<file path="src/rtl/stopwatch_ctrl.sv">
// stopwatch_ctrl: prescaled cs/s/m/h stopwatch with start/stop, clear and lap (lap logic built only when STOPWATCH_LAP_EN is defined)
module stopwatch_ctrl #(
  parameter int CLK_HZ = 100_000_000
) (
  input  logic       clk,
  input  logic       rst,
  input  logic       btn_ss,
  input  logic       btn_clr,
  input  logic       btn_lap,
  output logic [6:0] ptgiay,
  output logic [6:0] giay,
  output logic [6:0] phut,
  output logic [6:0] gio,
  output logic       running,
  output logic       lap_hold,
  output logic       overflow
);
  localparam int DIV = CLK_HZ / 100;
  localparam int PW = DIV > 1 ? $clog2(DIV) : 1;
  typedef enum logic [2:0] {IDLE, RUN, LAP, PAUSE, FULL} state_t;
  state_t state_q, state_d;
  logic [PW-1:0] pre_q, pre_d;
  logic [6:0] cs_q, s_q, m_q, h_q, cs_d, s_d, m_d, h_d;
  logic run_q, ovf_q;
  logic act, tick, at_max, inc, c_cs, c_s, c_m;
  always_comb begin
    act = state_q == RUN || state_q == LAP;
    tick = act && pre_q == PW'(DIV - 1);
    c_cs = cs_q == 7'd99;
    c_s = c_cs && s_q == 7'd59;
    c_m = c_s && m_q == 7'd59;
    at_max = c_m && h_q == 7'd99;
    inc = tick && !at_max;
    pre_d = !act ? pre_q : tick ? '0 : pre_q + 1'b1;
    cs_d = inc ? (c_cs ? 7'd0 : cs_q + 7'd1) : cs_q;
    s_d = inc && c_cs ? (c_s ? 7'd0 : s_q + 7'd1) : s_q;
    m_d = inc && c_s ? (c_m ? 7'd0 : m_q + 7'd1) : m_q;
    h_d = inc && c_m ? h_q + 7'd1 : h_q;
    state_d = state_q;
    if (btn_clr) state_d = IDLE;
    else if (tick && at_max) state_d = FULL;
    else if (btn_ss) state_d = (state_q == IDLE || state_q == PAUSE) ? RUN : act ? PAUSE : state_q;
`ifdef STOPWATCH_LAP_EN
    else if (btn_lap) state_d = state_q == RUN ? LAP : state_q == LAP ? RUN : state_q;
`endif
  end
  always_ff @(posedge clk) begin
    if (rst || btn_clr) begin
      state_q <= IDLE;
      pre_q <= '0;
      {cs_q, s_q, m_q, h_q} <= '0;
      run_q <= 1'b0;
      ovf_q <= 1'b0;
    end else begin
      state_q <= state_d;
      pre_q <= pre_d;
      {cs_q, s_q, m_q, h_q} <= {cs_d, s_d, m_d, h_d};
      run_q <= state_d == RUN || state_d == LAP;
      ovf_q <= state_d == FULL;
    end
  end
  assign running = run_q;
  assign overflow = ovf_q;
`ifdef STOPWATCH_LAP_EN
  logic [6:0] lcs_q, ls_q, lm_q, lh_q;
  logic hold_q;
  // Capture the post-tick value so the frozen display matches the live time at the press
  always_ff @(posedge clk) begin
    if (rst || btn_clr) begin
      {lcs_q, ls_q, lm_q, lh_q} <= '0;
      hold_q <= 1'b0;
    end else begin
      if (state_q == RUN && state_d == LAP) {lcs_q, ls_q, lm_q, lh_q} <= {cs_d, s_d, m_d, h_d};
      hold_q <= state_d == LAP;
    end
  end
  assign lap_hold = hold_q;
  assign ptgiay = hold_q ? lcs_q : cs_q;
  assign giay = hold_q ? ls_q : s_q;
  assign phut = hold_q ? lm_q : m_q;
  assign gio = hold_q ? lh_q : h_q;
`else
  logic unused_lap;
  assign unused_lap = btn_lap;
  assign lap_hold = 1'b0;
  assign ptgiay = cs_q;
  assign giay = s_q;
  assign phut = m_q;
  assign gio = h_q;
`endif
endmodule

</file>
<file path="config.mk">
export PLATFORM = sky130hd
export DESIGN_NAME = stopwatch_ctrl
export DESIGN_NICKNAME = d
export VERILOG_FILES = /design/src/rtl/stopwatch_ctrl.sv
export SDC_FILE = /design/constraint.sdc
export NUM_CORES = 1
export LEC_CHECK = 0
export ABC_AREA = 1
export CAP_MARGIN = 15
export CORE_UTILIZATION = 35
export DETAILED_ROUTE_END_ITERATION = 10
export GPL_TIMING_DRIVEN = 0
export HOLD_SLACK_MARGIN = 0.08
export PLACE_DENSITY = 0.61
export REMOVE_ABC_BUFFERS = 1
export SETUP_SLACK_MARGIN = 0.5
export SKIP_LAST_GASP = 1
export SLEW_MARGIN = 15
export SYNTH_ARGS = -nofsm -noshare
export SYNTH_HDL_FRONTEND = slang
export SYNTH_SLANG_ARGS = --single-unit
</file>
<file path="constraint.sdc">
create_clock -name clk -period 4.2 [get_ports clk]
set_clock_uncertainty 0.15 [all_clocks]
set_input_delay 0.63 -clock clk [delete_from_list [all_inputs] [get_ports clk]]
set_output_delay 0.63 -clock clk [all_outputs]
set_load 0.02 [all_outputs]
</file>
==> results.md <==
- Leakage: around 1.3 nW
- Crit path time final: 3113 ps
- Final Wtd Congestion: about 0.87
- Diodes inserted: 0
- Worst reg2reg path endpoint: ptgiay[4]$_SDFFE_PP0N_
- Post-synthesis xor/xnor area fraction: 0.05382
- Worst slew pin tran: 729.0 ps
- YS warnings: 0
- Worst Setup End Kind: flip-flop
- Status: completed
- Adder and majority gate portion of the synthesized area: 0.02023
- Setup TNS: 0 ps
- Sequential cell area: about 1100 µm²
- Synth Flop Type: dfxtp_1
- # rows: 33
- CTS root buf: clkbuf_8
- Total gr overflow: 0
- Relative slew margins: 0.5135
- Synthesized cell area: 3092 µm²
- Distinct cells, synth: 34
- CTS tree: done
- Setup WS pre-CTS: 676.2 ps
- R2R setup slack: ~1900 ps
- Post-synth ARST share: 0
- Largest net degree at the start of global routing: 22
- Initial antenna violation count: 0
- Pwr per Cell Area: between 200 and 250 nW/µm²
- Post-synthesis mux area share: 0
- Remaining routing DRC violations: 0
- Worst R2R Path Depth: 11
- Clk sinks: 53
- Period utilization: 0.7412
- Num ports: 36
- Max VDD drop: between 0.0001 and 0.00015 V
- Vias in the first global route: between 2000 and 3000
- 1st-pass router iterations: 4
- Final WS setup: around 1100 ps
- Worst-Skew Late Latency: about 300 ps
- Area grow syn2layout: 16.96%
- Setup crit start: rst
- Routed vias: 2865
- CTS max path bufs: 2
- Post-Syn Area per Cell: between 6 and 7 µm²
- Port bufs: 33
- Largest family of logic cells by synthesized area: simple AND/OR/NAND/NOR gates
- Fillers: 895
- Total track usage: 0.1619
- Worst EP arrival: 3180 ps
- HP Class: reg2reg
- Compound-Gate Fraction of Synth Area: 0.08701
- Total Die Area: 9213 µm²
- Reg-to-reg startpoint: ptgiay[0]$_SDFFE_PP0N_
- Area of the multi-input gates: approximately 1800 µm²
- Unrepaired setup endpoints after global routing: no
- First-pass GRT wire length: between 10000 and 15000 µm
- Most common cell after layout, fill and taps aside: nand2_1
- EDFF count, synth: 0
- Die width: around 96 µm
- Drt wl/cell: approximately 12 µm
- Clock-pin transition on the worst setup and hold timing paths: approximately 90 ps
- Postcts setup bufs: 0
- Flops & latches, synth: between 50 and 60
- Final hold violations: 0
- Most frequent cells in the layout: 92 x nand2_1, 76 x nor2_1, 53 x dfxtp_1
- DP HPWL: slightly above 5000 µm
- Cts hold-fix bufs: 0
- Share of post-route cells with drive strength above 1: 0.08678
- Total CTS buffers: 5
- Worst setup path endpoint: pre_q[4]$_SDFFE_PP0P_
- H-tree Lvls: 2
- Final count of negative-setup-slack endpoints: 0
- Total core area: approximately 8400 µm²
- Seq/Total Area, Yosys: 0.3432
- Synth Instances: 450
- Die height: 95.99 µm
- DR vias/cell: between 4 and 5
- Antenna Nets Post-Route: 0
- Nets: between 400 and 500
- Simple-Gate Fraction of Synth Area: 0.4140
- Max-Cap Viols: 0
- Largest fanout of any net on the critical path: 21
- WP data required: about 4300 ps
- Post-Route WL: ~6900 µm
- Crit Path Class: in2reg
- PostCTS Resize Cnt: 0
- Starting Density: 0.3689
- Max Fclk: 0.3212 GHz
- Startpoint Class: input port
- Fin. max-slew vios: 0
- Drt initial violations: around 130
final cells by class:
type | count | share of cell area
flip-flops and latches | 53 | 0.2934
clock buffers | 5 | 0.01903
clock inverters | 2 | 0.009689
inverters | 55 | 0.05744
well taps | 105 | 0.03633
multi-input cells | 336 | 0.4927
repair buffers | 33 | 0.09135
power by group:
part,internal [mW],switching [mW],total [mW]
Clock,0.174,0.164,0.337
Sequential,0.504,0.000941,0.505
Combinational,0.00918,0.0209,0.0301
Total,0.686,0.185,0.872
how the worst min path moves through the flow:
stage / start / end / slack (ps) / cells after the start
final: pre_q[1]$_SDFFE_PP0P_ / pre_q[1]$_SDFFE_PP0P_ / 340 / 2
after global routing: gio[6]$_SDFFE_PP0P_ / gio[6]$_SDFFE_PP0P_ / 370 / 2
after CTS: pre_q[1]$_SDFFE_PP0P_ / pre_q[1]$_SDFFE_PP0P_ / 350 / 2
after detailed placement: gio[6]$_SDFFE_PP0P_ / gio[6]$_SDFFE_PP0P_ / 330 / 2
after global placement: pre_q[1]$_SDFFE_PP0P_ / pre_q[1]$_SDFFE_PP0P_ / 330 / 2
after floorplan: pre_q[7]$_SDFFE_PP0P_ / pre_q[7]$_SDFFE_PP0P_ / 310 / 1
kinds of logic after synthesis:
logic type,count (synthesis)
AND/OR/NAND/NOR,259
buffers and inverters,61
flip-flops,53
AO/OA/AOI/OAI,52
XOR/XNOR,19
adder cells (fa/ha/maj),5
other,1
cells in the mapped netlist, types with 3 or more instances:
cell,instances,area share
nand2_2,6,0.012
nor2_2,5,0.010
a21oi_1,33,0.053
inv_2,4,0.0049
xnor2_1,5,0.014
nand2_1,92,0.11
nand3_1,34,0.055
nor2_1,76,0.092
nand3_4,3,0.017
o21ai_0,14,0.023
buf_4,3,0.0073
inv_1,49,0.059
ha_1,5,0.020
dfxtp_1,53,0.34
xor2_1,14,0.040
nand3b_1,4,0.0097
nor2_4,4,0.015
nand4_1,10,0.020
nand3_2,7,0.023
nor3_1,11,0.018
metal layers:
metal,up-vias,track usage,part of all wire
met5,-,0,0
met4,0,0.03731,0.0073
met3,5,0.02844,0.040
met2,47,0.2535,0.43
met1,1300,0.2295,0.52
li1,1513,-,-
flip-flops by register name, indices dropped and copies added, names as in the netlist:
| register | cells |
|---|---|
| giay | 7 |
| overflow | 1 |
| state_q | 3 |
| running | 1 |
| ptgiay | 7 |
| gio | 7 |
| pre_q | 20 |
| phut | 7 |
worst max-delay path, cell delays in order:
cell             delay (ps)
clkdlybuf4s50_1         450
nor2_1                  550
inv_1                   550
nor2_2                  650
inv_1                   160
a211oi_1                190
stage by stage:
| step | utilization | instance area (µm²) | total power, mW | cells | hold slack, ps |
|---|---|---|---|---|---|
| finish | 0.4314 | 3616 | 0.8719 | 589 | 342.0 |
| global route | 0.4314 | 3616 | 0.9066 | 589 | 368.5 |
| CTS | 0.4314 | 3616 | 0.8865 | 589 | 345.2 |
| detailed placement | 0.4190 | 3512 | 0.5470 | 582 | 329.8 |
| global placement | 0.4190 | 3512 | 0.5465 | 582 | 327.6 |
| floorplan | - | 3050 | 0.5365 | 444 | 305.2 |
(Power assumes the default switching activity.)
